<file path="src/rtl/muldiv_pkg.sv">
// muldiv_pkg: op/state encodings and the conditional-negate helper shared by the HI/LO unit.
package muldiv_pkg;
    localparam int MAX_W = 64;
    typedef enum logic [1:0] {OP_MULT = 2'b00, OP_MULTU = 2'b01, OP_DIV = 2'b10, OP_DIVU = 2'b11} op_e;
    typedef enum logic [1:0] {IDLE, MUL, DIV, FIX} state_e;
    // Callers widen to MAX_W and cast back; low bits of -x are width-independent.
    function automatic logic [MAX_W-1:0] cneg(input logic [MAX_W-1:0] x, input logic neg);
        return neg ? -x : x;
    endfunction
endpackage

</file>
<file path="src/rtl/muldiv_unit_if.sv">
// muldiv_unit_if: execute-stage request/result bundle for the HI/LO unit.
interface muldiv_unit_if import muldiv_pkg::*; #(parameter int WIDTH = 32);
    logic             start;
    logic             flush;
    op_e              op;
    logic [WIDTH-1:0] a;
    logic [WIDTH-1:0] b;
    logic             busy;
    logic             done;
    logic [WIDTH-1:0] hi;
    logic [WIDTH-1:0] lo;
    modport master(output start, flush, op, a, b, input busy, done, hi, lo);
    modport slave(input start, flush, op, a, b, output busy, done, hi, lo);
endinterface

</file>
<file path="src/rtl/muldiv_div_core.sv">
// muldiv_div_core: unsigned restoring divider, one quotient bit per enabled cycle.
module muldiv_div_core import muldiv_pkg::*; #(parameter int WIDTH = 32) (
    input  logic             clk,
    input  logic             rst,
    input  logic             load_i,
    input  logic             en_i,
    input  logic [WIDTH-1:0] dividend_i,
    input  logic [WIDTH-1:0] divisor_i,
    output logic [WIDTH-1:0] quo_o,
    output logic [WIDTH-1:0] rem_o
);
    logic [WIDTH-1:0] rem_q, rem_d, quo_q, quo_d, dvs_q, dvs_d;
    logic [WIDTH:0]   trial, diff;
    // quo_q doubles as the dividend shifter: its MSB feeds the remainder, quotient bits enter at the LSB.
    assign trial = {rem_q, quo_q[WIDTH-1]};
    assign diff  = trial - {1'b0, dvs_q};
    always_comb begin
        rem_d = rem_q;
        quo_d = quo_q;
        dvs_d = dvs_q;
        if (load_i) begin
            rem_d = '0;
            quo_d = dividend_i;
            dvs_d = divisor_i;
        end else if (en_i) begin
            rem_d = diff[WIDTH] ? trial[WIDTH-1:0] : diff[WIDTH-1:0];
            quo_d = {quo_q[WIDTH-2:0], ~diff[WIDTH]};
        end
    end
    always_ff @(posedge clk or posedge rst) begin
        if (rst) begin
            rem_q <= '0;
            quo_q <= '0;
            dvs_q <= '0;
        end else begin
            rem_q <= rem_d;
            quo_q <= quo_d;
            dvs_q <= dvs_d;
        end
    end
    assign quo_o = quo_q;
    assign rem_o = rem_q;
endmodule

</file>
<file path="src/rtl/muldiv_unit.sv">
// muldiv_unit: iterative MULT/MULTU/DIV/DIVU HI/LO unit with busy stall and done pulse.
// Define MULDIV_FAST_MUL_EN to compute multiplies with one registered full-width product.
module muldiv_unit import muldiv_pkg::*; #(
    parameter int WIDTH = 32,
    parameter int CNT_W = $clog2(WIDTH) + 1
) (
    input  logic           clk,
    input  logic           rst,
    muldiv_unit_if.slave   bus
);
    state_e             state_q, state_d;
    logic [CNT_W-1:0]   cnt_q, cnt_d;
    logic [WIDTH-1:0]   mcand_q, mcand_d, hi_q, hi_d, lo_q, lo_d;
    logic [2*WIDTH-1:0] prod_q, prod_d;
    logic               neg_q, neg_d, rneg_q, rneg_d, div_q, div_d, done_q, done_d;
    logic               sg, is_div, a_neg, b_neg, dz, accept, last;
    logic [WIDTH-1:0]   a_mag, b_mag, quo, rem, quo_fix, rem_fix;
    logic [2*WIDTH-1:0] prod_fix;
    logic [WIDTH:0]     sum;
    assign sg       = (bus.op == OP_MULT) || (bus.op == OP_DIV);
    assign is_div   = (bus.op == OP_DIV) || (bus.op == OP_DIVU);
    assign a_neg    = sg & bus.a[WIDTH-1];
    assign b_neg    = sg & bus.b[WIDTH-1];
    assign a_mag    = WIDTH'(cneg(MAX_W'(bus.a), a_neg));
    assign b_mag    = WIDTH'(cneg(MAX_W'(bus.b), b_neg));
    assign dz       = bus.b == '0;
    assign accept   = bus.start && !bus.flush && state_q == IDLE;
    assign last     = cnt_q == CNT_W'(WIDTH - 1);
    assign sum      = {1'b0, prod_q[2*WIDTH-1:WIDTH]} + (prod_q[0] ? {1'b0, mcand_q} : '0);
    assign prod_fix = (2*WIDTH)'(cneg(MAX_W'(prod_q), neg_q));
    assign quo_fix  = WIDTH'(cneg(MAX_W'(quo), neg_q));
    assign rem_fix  = WIDTH'(cneg(MAX_W'(rem), rneg_q));
`ifdef MULDIV_FAST_MUL_EN
    logic [2*WIDTH-1:0] full_prod;
    assign full_prod = {{WIDTH{a_neg}}, bus.a} * {{WIDTH{b_neg}}, bus.b};
`endif
    muldiv_div_core #(.WIDTH(WIDTH)) u_div (
        .clk       (clk),
        .rst       (rst),
        .load_i    (accept && is_div && !dz),
        .en_i      (state_q == DIV && !bus.flush),
        .dividend_i(a_mag),
        .divisor_i (b_mag),
        .quo_o     (quo),
        .rem_o     (rem)
    );
    always_comb begin
        state_d = state_q;
        cnt_d   = cnt_q;
        mcand_d = mcand_q;
        prod_d  = prod_q;
        neg_d   = neg_q;
        rneg_d  = rneg_q;
        div_d   = div_q;
        hi_d    = hi_q;
        lo_d    = lo_q;
        done_d  = 1'b0;
        if (state_q == IDLE) begin
            if (accept) begin
                cnt_d   = '0;
                mcand_d = a_mag;
                prod_d  = {{WIDTH{1'b0}}, b_mag};
                neg_d   = a_neg ^ b_neg;
                rneg_d  = a_neg;
                div_d   = is_div;
                // Divide by zero skips iteration: result is staged in prod_q as {a, all-ones}.
                if (is_div && dz) begin
                    state_d = FIX;
                    div_d   = 1'b0;
                    neg_d   = 1'b0;
                    prod_d  = {bus.a, {WIDTH{1'b1}}};
                end else if (is_div) state_d = DIV;
`ifdef MULDIV_FAST_MUL_EN
                else begin
                    state_d = FIX;
                    neg_d   = 1'b0;
                    prod_d  = full_prod;
                end
`else
                else state_d = MUL;
`endif
            end
        end else if (bus.flush) state_d = IDLE;
        else if (state_q == FIX) begin
            state_d      = IDLE;
            done_d       = 1'b1;
            {hi_d, lo_d} = div_q ? {rem_fix, quo_fix} : prod_fix;
        end else begin
            cnt_d = cnt_q + 1'b1;
            if (state_q == MUL) prod_d = {sum, prod_q[WIDTH-1:1]};
            if (last) state_d = FIX;
        end
    end
    always_ff @(posedge clk or posedge rst) begin
        if (rst) begin
            state_q <= IDLE;
            cnt_q   <= '0;
            mcand_q <= '0;
            prod_q  <= '0;
            neg_q   <= 1'b0;
            rneg_q  <= 1'b0;
            div_q   <= 1'b0;
            hi_q    <= '0;
            lo_q    <= '0;
            done_q  <= 1'b0;
        end else begin
            state_q <= state_d;
            cnt_q   <= cnt_d;
            mcand_q <= mcand_d;
            prod_q  <= prod_d;
            neg_q   <= neg_d;
            rneg_q  <= rneg_d;
            div_q   <= div_d;
            hi_q    <= hi_d;
            lo_q    <= lo_d;
            done_q  <= done_d;
        end
    end
    assign bus.busy = state_q != IDLE;
    assign bus.done = done_q;
    assign bus.hi   = hi_q;
    assign bus.lo   = lo_q;
endmodule
</file>
<file path="src/flat_wrapper.sv">
// flat-port wrapper written by rule: the top's interface ports become plain ports
module muldiv_unit_flat import muldiv_pkg::*;
#(
    parameter int WIDTH = 32,
    parameter int CNT_W = $clog2(WIDTH) + 1
)
  (clk, rst, bus_start, bus_flush, bus_op, bus_a, bus_b, bus_busy, bus_done, bus_hi, bus_lo);
  muldiv_unit_if #(.WIDTH(WIDTH)) bus_i ();
  input  logic clk;
  input  logic rst;
  input wire logic [$bits(bus_i.start)-1:0] bus_start;
  input wire logic [$bits(bus_i.flush)-1:0] bus_flush;
  input wire logic [$bits(bus_i.op)-1:0] bus_op;
  input wire logic [$bits(bus_i.a)-1:0] bus_a;
  input wire logic [$bits(bus_i.b)-1:0] bus_b;
  output wire logic [$bits(bus_i.busy)-1:0] bus_busy;
  output wire logic [$bits(bus_i.done)-1:0] bus_done;
  output wire logic [$bits(bus_i.hi)-1:0] bus_hi;
  output wire logic [$bits(bus_i.lo)-1:0] bus_lo;
  assign bus_i.start = bus_start;
  assign bus_i.flush = bus_flush;
  assign bus_i.op = bus_op;
  assign bus_i.a = bus_a;
  assign bus_i.b = bus_b;
  assign bus_busy = bus_i.busy;
  assign bus_done = bus_i.done;
  assign bus_hi = bus_i.hi;
  assign bus_lo = bus_i.lo;
  muldiv_unit #(.WIDTH(WIDTH), .CNT_W(CNT_W)) u_core (.clk(clk), .rst(rst), .bus(bus_i));
endmodule
</file>
<file path="config.mk">
export PLATFORM = sky130hd
export DESIGN_NAME = muldiv_unit_flat
export DESIGN_NICKNAME = d
export VERILOG_FILES = /design/src/rtl/muldiv_pkg.sv /design/src/rtl/muldiv_unit_if.sv /design/src/rtl/muldiv_div_core.sv /design/src/rtl/muldiv_unit.sv /design/src/flat_wrapper.sv
export SDC_FILE = /design/constraint.sdc
export NUM_CORES = 1
export LEC_CHECK = 0
export ABC_AREA = 1
export ABC_CLOCK_PERIOD_IN_PS = 9600
export BUFFER_PORTS_ARGS = -buffer_cell sky130_fd_sc_hd__buf_2
export CORE_MARGIN = 5
export CORE_UTILIZATION = 25
export CTS_CLUSTER_SIZE = 25
export DETAILED_ROUTE_END_ITERATION = 8
export GPL_TIMING_DRIVEN = 0
export PLACE_DENSITY_LB_ADDON = 0.25
export SLEW_MARGIN = 0
export SYNTH_ARGS = -nofsm -noshare
export SYNTH_HDL_FRONTEND = slang
export SYNTH_SLANG_ARGS = --single-unit
export TNS_END_PERCENT = 30
</file>
<file path="constraint.sdc">
create_clock -name clk -period 9.6 [get_ports clk]
set_input_delay 1.92 -clock clk [delete_from_list [all_inputs] [get_ports clk]]
set_output_delay 1.92 -clock clk [all_outputs]
set_load 0.005 [all_outputs]
</file>
After elaboration in Yosys (flattened, before gate mapping)
Cells that the tools add are included.

Register bits: 268. Bits of input ports: 70. Logic and storage cells: 92.

Add/subtract/negate cells: 8. Eq/ne operators: 9. Multiplexer cells: 34. Bitwise gates (word level): 6. Reduce and logical (&&, ||, !) cells: 22.

Operators by type and width (number): $mux W64 (8); $mux W32 (10); $neg A32 Y32 (4); $neg A64 Y64 (1); $add A32 B33 Y33 (1); $sub A33 B32 Y33 (1); $logic_not A32 Y1 (1); $mux W6 (4); $mux W2 (7); $eq A2 B2 Y1 const B (4); $add A6 B1 Y6 const B (1); $eq A6 B5 Y1 const B (1); $logic_and A1 B1 Y1 (6); $ne A2 B1 Y1 const B (3); $reduce_and A3 Y1 (2); $reduce_bool A2 Y1 (3); $mux W1 (5); $logic_not A2 Y1 (2); $reduce_and A2 Y1 (2); $reduce_and A4 Y1 (1); $reduce_bool A4 Y1 (1); $not A1 Y1 (3); $and A1 B1 Y1 (2); $eq A2 B1 Y1 const B (1); other kinds (3) (5).

Depth between registers and ports, before layout
Gate-level depths: netlist of run 1.

Depth in word-level cells: 7. Depth in mapped cells: 18.

By module
From an unflattened synthesis of run 1, not the netlist that was laid out.

Cells, all modules: 3773. Area total of the unflattened synthesis: 22919.5 sq um.

By module, submodules not included: muldiv_unit (instances 1, cells each 2745, area each 16186.8 sq um, sequential area each 4304.1 sq um); muldiv_div_core (instances 1, cells each 1028, area each 6732.7 sq um, sequential area each 2402.3 sq um).

Least setup slack after synthesis of run 1
OpenSTA, ideal clock, no wires.

Path kind: input to register. Start: input port bus_b[0]. End: register u_core.u_div.quo_q[1] (netlist: u_core.u_div.quo_o[1]). Arrival: 3221 ps. Slack: 6241 ps. Cell stages on the path: 13. Path buffers: 2. Cell sequence: inv_1 > ha_1 > nand3_1 > nor2_1 > nand2_1 > nor2_4 > inv_2 > nand3_4 > inv_2 > buf_6 > buf_2 > nand2_1 > o221ai_2.

Longest elaborated chain between the ends: 4. Elaborated cells between the ends (all ways): 5. Those cells by class: mux (1); reduce/logical (4).

Ends and longest elaborated chain: start, declared (RTL line flat_wrapper.sv:15) `input wire logic [$bits(bus_i.b)-1:0] bus_b;`; $logic_not A32 Y1 (*) (RTL line muldiv_unit.sv:26) `assign dz = bus.b == '0;`; $logic_not A1 Y1 (*) (RTL line muldiv_unit.sv:40) `.load_i (accept && is_div && !dz),`; $logic_and A1 B1 Y1 (*) (RTL line muldiv_unit.sv:40); $mux W32 / $reduce_bool A2 Y1 (equally long branches); end signal, assigned (RTL line muldiv_div_core.sv:37) `quo_q <= quo_d;`; end, declared (RTL line muldiv_div_core.sv:12) `logic [WIDTH-1:0] rem_q, rem_d, quo_q, quo_d, dvs_q, dvs_d;`.

Every way passes the cells marked *; elsewhere a longest branch is shown, timed or not. A chain may end at the register's enable or synchronous reset.

Final worst setup path of run 1
Start: register u_core.state_q[0]. End: output port bus_busy.

Longest elaborated chain between the ends: 1.

Ends and longest elaborated chain: start, declared (RTL line muldiv_unit.sv:11) `state_e state_q, state_d;`; start signal, assigned (RTL line muldiv_unit.sv:107) `state_q <= state_d;`; $reduce_bool A2 Y1 (RTL line muldiv_unit.sv:119) `assign bus.busy = state_q != IDLE;`; end, declared (RTL line flat_wrapper.sv:16) `output wire logic [$bits(bus_i.busy)-1:0] bus_busy;`.

Every way passes these cells.

==> run_results.csv, run 1 <==
group,metric,value,unit
outcome,status,"finished clean",
worst_setup_path,cp.arrival,2.11,ns
sta,setup_viol,0,
sta,worst_slack,5.57,ns
clocking,cts_setup_buffers,0,
floorplanning,fp-row-count,111,
worst_setup_path,r2r-start,"u_core.prod_q[0]$_DFFE_PP0P_",
clocking,cts_hold_buf,0,
floorplanning,ios,136,
placement,dpl_cell_area,25300,µm²
pwr,peakVddDrop,148,µV
clocking,root_buffer,"clkbuf_16",
sta,period_needed,4.03,ns
grt,grt_max_degree,115,
clocking,path_clk_slew,0.06,ns
synth,async_flop_share,100,%
placement,port_buffers,135,
route,drc_errors,0,
synth,syn_area_per_cell,6.09,µm²
finish,drive_gt1_share,9.61,%
pwr,swShare,55.4,%
clocking,clock-sinks,268,
clocking,cts_tree,"built",
synth,synthCells,3786,
grt,antenna_found_initial,12,
sta,hold_ws,0.475,ns
synth,syn_nets,3928,
route,avgViaCountPerCell,4.93,
floorplanning,die_x,314,µm
route,wirelength,109000,µm
worst_setup_path,rr_worst_depth,16,
clocking,ctsResizeCount,0,
sta,rsz0062_at_grt,"false",
route,wl_per_cell,21.0,µm
worst_setup_path,start_kind,"flop",
grt,grt_pass1_vias,24100,
synth,syn_area,23100,µm²
sta,clock.fmax,248,MHz
sta,relSlewSlack,29.9,%
sta,final_hold_viol_count,0,
worst_setup_path,crit_path_max_fanout,10,
route,initialDrtViolationCount,2576,
grt,grt_util_all_layers,21.4,%
flow_run,max_cap_violations,0,
route,firstDrtPassIters,6,
synth,synth_warnings,0,
sta,setup_tns,0,ns
synth,synth_enable_flop_cells,0,
sta,worst_pin_slew,1.04,ns
worst_setup_path,criticalPathCategory,"flop to primary output",
pwr,seq_power_share,23.3,%
finish,nets,4102,
synth,synthFlopType,"dfrtp_1",
placement,hpwl,90000,µm
synth,synth_seq_area_share,29.1,%
clocking,clock_latency,0.56,ns
pwr,power_frac_comb,61.5,%
synth,ys_seq_elements,268,
floorplanning,design.die.area,98500,µm²
clocking,htree_levels,2,
pwr,p_int,4.21,mW
worst_setup_path,crit_required,7.68,ns
pwr,power.leakage,13.9,nW
finish,fin_area,26500,µm²
placement,routabilityCongestion,0.981,
floorplanning,die_height,314,µm
worst_setup_path,ff2ff_setup_slack,6.51,ns
route,vias,25500,
sta,slew_viol_final,0,
clocking,numCtsBuffers,35,
floorplanning,core,91700,µm²
worst_setup_path,endpoint_kind,"primary output",
grt,grt-ovfl-total,0,
clocking,clockBufferDepth,3,
finish,areaGrowthSynthToFinish,14.9,%
pwr,p_sw,5.22,mW
pwr,power_frac_clock,15.1,%
grt,grt_first_pass_wirelength,158000,µm
finish,n_fill_cell,10500,
sta,clock_skew,0.0120,ns
pwr,power_density,356,nW/µm²
sta,period_share,42.0,%
worst_setup_path,critPathCapture,"bus_busy",
worst_setup_path,reg2reg_to,"u_core.prod_q[46]$_DFFE_PP0P_",
synth,synthDistinctLibCells,57,
worst_setup_path,crit_start,"u_core.state_q[0]$_DFFE_PP0P_",
route,route.antenna.remaining_nets,0,
floorplanning,start_util,25.2,%
min_path,hp-class,"flop to flop",
placement,place_worst_setup_slack,5.33,ns
## area by class of cell
class	instances	area, µm²	area share [%]
buffer	118	628	2.37
tap	1186	1480	5.60
timing repair buffer	137	731	2.76
clock buffer	45	986	3.72
inverter	540	2040	7.70
antenna	2	5.00	0.0189
multi-input combinational	2860	13700	51.7
clock inverter	18	224	0.845
sequential	268	6710	25.3
## synth_stat cells, drive strengths merged, types with 2 or more instances
cell	n	area, µm²
xnor2	18	158
o21ai	217	1120
o41ai	2	17.5
nand4	36	238
o31ai	3	22.5
inv	540	2030
xor2	38	333
nand3b	13	97.6
a21oi	172	895
nor4	3	18.8
a21o	4	30.0
nor3	35	185
buf	67	435
dfrtp	268	6710
nor2	460	1880
ha	70	876
fa	2	40.0
and3	4	25.0
o211ai	13	113
nand2	1293	4950
a21boi	8	60.1
o21bai	9	82.6
a22oi	2	15.0
o22ai	23	150
and2	8	50.1
a31oi	41	257
o221ai	10	125
clkbuf	51	193
or2	10	62.6
nand3	364	1890
## stage by stage
step	utilization [%]	power (mW)	cells
after CTS	28.9	9.35	5172
after global placement	27.5	7.87	5107
final	28.9	9.43	5174
after global routing	28.9	10.1	5172
after floorplan	-	5.69	3786
after detailed placement	27.6	7.89	5109
## critical path: stages (launching register included)
cell,delay [ns]
dfrtp_1,0.32
buf_2,0.27
nor2_8,0.10
inv_4,0.14
clkbuf_1,0.50
buf_2,0.22
## registers in the layout (all words and copies together), names as in the netlist
register / flops
u_core.bus.done: 1
u_core.rneg_q: 1
u_core.bus.lo: 32
u_core.state_q: 2
u_core.mcand_q: 32
u_core.u_div.dvs_q: 32
u_core.u_div.quo_o: 32
u_core.div_q: 1
u_core.bus.hi: 32
u_core.u_div.rem_o: 32
u_core.cnt_q: 6
u_core.prod_q: 64
u_core.neg_q: 1
## power groups by stage
stage                     logic [mW]  clock network, mW  registers [mW]
after floorplan                 3.73                  0            1.96
after global placement          5.68                  0            2.20
after detailed placement        5.69                  0            2.20
after CTS                       5.72               1.45            2.19
after global routing            6.40               1.49            2.24
final                           5.81               1.43            2.20
## routing by layer
layer  GRT usage, %  wire length [µm]  up-vias
met1           28.8             47600    12000
met2           35.9             50200      899
met4           7.21              4270       10
met5              0                68        -
met3           2.36              6580      180
li1               -                 -    12400
## cell usage in the layout (no fill, tap or decap), types with 10 or more instances in the layout
master        n
a21oi_1     165
a31oi_1      41
buf_1        19
buf_2       162
buf_6        17
clkbuf_1     55
clkbuf_16    37
clkinv_2     10
dfrtp_1     268
ha_1         70
inv_1       515
inv_2        21
nand2_1    1265
nand2_2      23
nand3_1     353
nand3b_1     13
nand4_1      34
nor2_1      428
nor2_2       21
nor3_1       33
o211ai_1     10
o21ai_0     173
o21ai_1      36
o22ai_1      22
or2_2        10
xnor2_1      18
xor2_1       38
## how the worst min path moves through the flow
stage | startpoint | to | slack (ns) | cells past startpoint
after floorplan | u_core.mcand_q[20]$_DFFE_PP0P_ | u_core.mcand_q[20]$_DFFE_PP0P_ | 0.45 | 2
after global placement | u_core.mcand_q[3]$_DFFE_PP0P_ | u_core.mcand_q[3]$_DFFE_PP0P_ | 0.46 | 2
after detailed placement | u_core.bus.hi[28]$_DFFE_PP0P_ | u_core.bus.hi[28]$_DFFE_PP0P_ | 0.46 | 2
after CTS | u_core.bus.hi[28]$_DFFE_PP0P_ | u_core.bus.hi[28]$_DFFE_PP0P_ | 0.48 | 2
after global routing | u_core.bus.hi[30]$_DFFE_PP0P_ | u_core.bus.hi[30]$_DFFE_PP0P_ | 0.50 | 2
final | u_core.bus.hi[28]$_DFFE_PP0P_ | u_core.bus.hi[28]$_DFFE_PP0P_ | 0.47 | 2
## cells by family after synthesis
family | after synthesis | share of synthesized area (%)
compound gates | 505 | 12.5
xor+xnor | 56 | 2.13
fa+ha+maj | 72 | 3.97
buf+inv | 658 | 11.5
flops | 268 | 29.1
simple gates | 2227 | 40.8
No activity file was read; power rests on OpenSTA's default activity.
==> run 2: changes to the inputs <==
ABC_CLOCK_PERIOD_IN_PS = 3250   (was 9600)
clock period = 3.25 ns   (was 9.6 ns; I/O delays follow)
==> run_results.csv, run 2 (synthesis results as in run 1) <==
group,metric,value,unit
clocking,cts_tree,"built",
pwr,power_frac_comb,62.2,%
finish,drive_gt1_share,9.65,%
pwr,power.leakage,13.9,nW
route,vias,25300,
route,initialDrtViolationCount,2343,
pwr,power_frac_clock,14.5,%
finish,n_fill_cell,10600,
floorplanning,die_height,314,µm
floorplanning,start_util,25.2,%
sta,rsz0062_at_grt,"false",
clocking,cts_setup_buffers,0,
pwr,seq_power_share,23.4,%
sta,period_share,90.3,%
route,route.antenna.remaining_nets,0,
finish,nets,4107,
outcome,status,"finished clean",
placement,hpwl,90200,µm
route,wl_per_cell,20.9,µm
worst_setup_path,crit_required,3.69,ns
worst_setup_path,crit_slowest_cell,"fa_1",
clocking,root_buffer,"clkbuf_16",
route,avgViaCountPerCell,4.90,
grt,grt-ovfl-total,0,
floorplanning,die_x,314,µm
placement,port_buffers,135,
pwr,swShare,55.6,%
sta,clock.fmax,341,MHz
sta,setup_viol,0,
sta,clock_skew,0.0255,ns
worst_setup_path,cp.arrival,3.37,ns
pwr,peakVddDrop,404,µV
flow_run,max_cap_violations,0,
worst_setup_path,crit_path_max_fanout,10,
worst_setup_path,criticalPathCategory,"flop to flop",
finish,largest_reg_flops,64,
pwr,p_int,12.3,mW
sta,period_needed,2.93,ns
route,firstDrtPassIters,5,
clocking,path_clk_slew,0.07,ns
worst_setup_path,rr_worst_depth,18,
floorplanning,ios,136,
floorplanning,fp-row-count,111,
grt,grt_max_degree,40,
sta,worst_pin_slew,1.07,ns
pwr,p_sw,15.4,mW
worst_setup_path,start_kind,"flop",
finish,areaGrowthSynthToFinish,15.0,%
sta,relSlewSlack,28.2,%
pwr,power_density,1040,nW/µm²
min_path,hp-class,"input pin to async pin",
grt,grt_pass1_vias,23800,
clocking,clock-sinks,268,
clocking,clock_latency,0.56,ns
finish,fin_util,28.9,%
placement,routabilityCongestion,0.992,
worst_setup_path,critPathTopFamily,"simple AND/OR/NAND/NOR gates",
worst_setup_path,endpoint_kind,"flop",
finish,layout_commonest_cell,"nand2_1",
floorplanning,design.die.area,98500,µm²
route,drc_errors,0,
worst_setup_path,slowest_delay,0.43,ns
sta,final_hold_viol_count,0,
sta,hold_ws,0.229,ns
route,wirelength,108000,µm
worst_setup_path,critical_path.cell_chain,"inv_1, ha_1, fa_1, inv_1, nand2_1, nand2_1, nand3_1, nand2_2, nand2_2, nand2_2, nand2_4, nand2_4, nand2_2, nand2_4, buf_8, nand2_1, nand3_1, nand2_1",
finish,mostFrequentLayoutCells,"nand2_1 (1265), inv_1 (515), nor2_1 (428)",
clocking,clockBufferDepth,3,
worst_setup_path,cp_num_buf_inv,3,
grt,grt_util_all_layers,21.1,%
grt,antenna_found_initial,11,
pwr,p_total,27.7,mW
clocking,htree_levels,2,
grt,grt_first_pass_wirelength,156000,µm
sta,setup_tns,0,ns
finish,regMostFlops,"u_core.prod_q",
floorplanning,core,91700,µm²
clocking,numCtsBuffers,35,
sta,slew_viol_final,0,
worst_setup_path,cp.depth,18,
## run 2: worst register-to-register path, stage by stage, from the launching register on
cell	delay, ns
dfrtp_1	0.35
inv_1	0.21
ha_1	0.33
fa_1	0.43
inv_1	0.14
nand2_1	0.06
nand2_1	0.07
nand3_1	0.09
nand2_2	0.14
nand2_2	0.06
nand2_2	0.10
nand2_4	0.10
nand2_4	0.08
nand2_2	0.06
nand2_4	0.13
buf_8	0.18
nand2_1	0.14
nand3_1	0.11
nand2_1	0.05
## run 2: final timing paths
kind                                                     from                                 end  slack (ns)
min in group clk                                    bus_a[31]      u_core.mcand_q[31]$_DFFE_PP0P_        0.37
min reg2reg                    u_core.mcand_q[22]$_DFFE_PP0P_      u_core.mcand_q[22]$_DFFE_PP0P_        0.48
max in group asynchronous                                 rst         u_core.cnt_q[0]$_DFFE_PP0P_        1.61
max reg2reg                u_core.u_div.quo_o[31]$_DFFE_PP0P_  u_core.u_div.rem_o[21]$_DFFE_PP0P_        0.32
min                                                       rst  u_core.u_div.quo_o[10]$_DFFE_PP0P_        0.23
max                        u_core.u_div.quo_o[31]$_DFFE_PP0P_  u_core.u_div.rem_o[21]$_DFFE_PP0P_        0.32
## run 2: metrics by stage
stage          std cells  cell area (µm²)  worst slack, ns
2_1_floorplan       3786            23100           -0.939
3_3_place_gp        5107            25200            -3.02
3_5_place_dp        5114            25400            0.226
4_1_cts             5174            26500            0.226
5_1_grt             5174            26500           0.0132
6_report            5175            26500            0.316
## run 2: power groups by stage
stage          logic, mW  clock network [mW]  registers, mW
6_report            17.2                4.01           6.46
5_1_grt             18.9                4.19           6.59
4_1_cts             16.9                4.06           6.41
3_5_place_dp        16.8                   0           6.46
3_3_place_gp        16.8                   0           6.47
2_1_floorplan       11.0                   0           5.79
## run 2: metal layers
metal | GRT usage, % | vias up | part of all wire, %
li1 | - | 12400 | -
met1 | 28.6 | 11900 | 44
met2 | 35.1 | 864 | 46
met3 | 2.56 | 165 | 6.0
met4 | 7.10 | 10 | 3.8
met5 | 0 | - | 0.076
## run 2: layout make-up
cell class                 count  area, µm²  area share, %
buffer                       118        631           2.38
timing repair buffer         142        816           3.08
clock buffer                  50       1030           3.90
tap                         1186       1480           5.59
clock inverter                10        111          0.420
multi-input combinational   2860      13700           51.7
inverter                     540       2040           7.68
sequential                   268       6710           25.3
antenna                        1       2.50        0.00943
## run 2: timing repair
item | 4_1_cts | 5_1_grt
gates resized for setup | 0 | 4
setup endpoints to repair | 0 | 2
hold buffers | 0 | 0
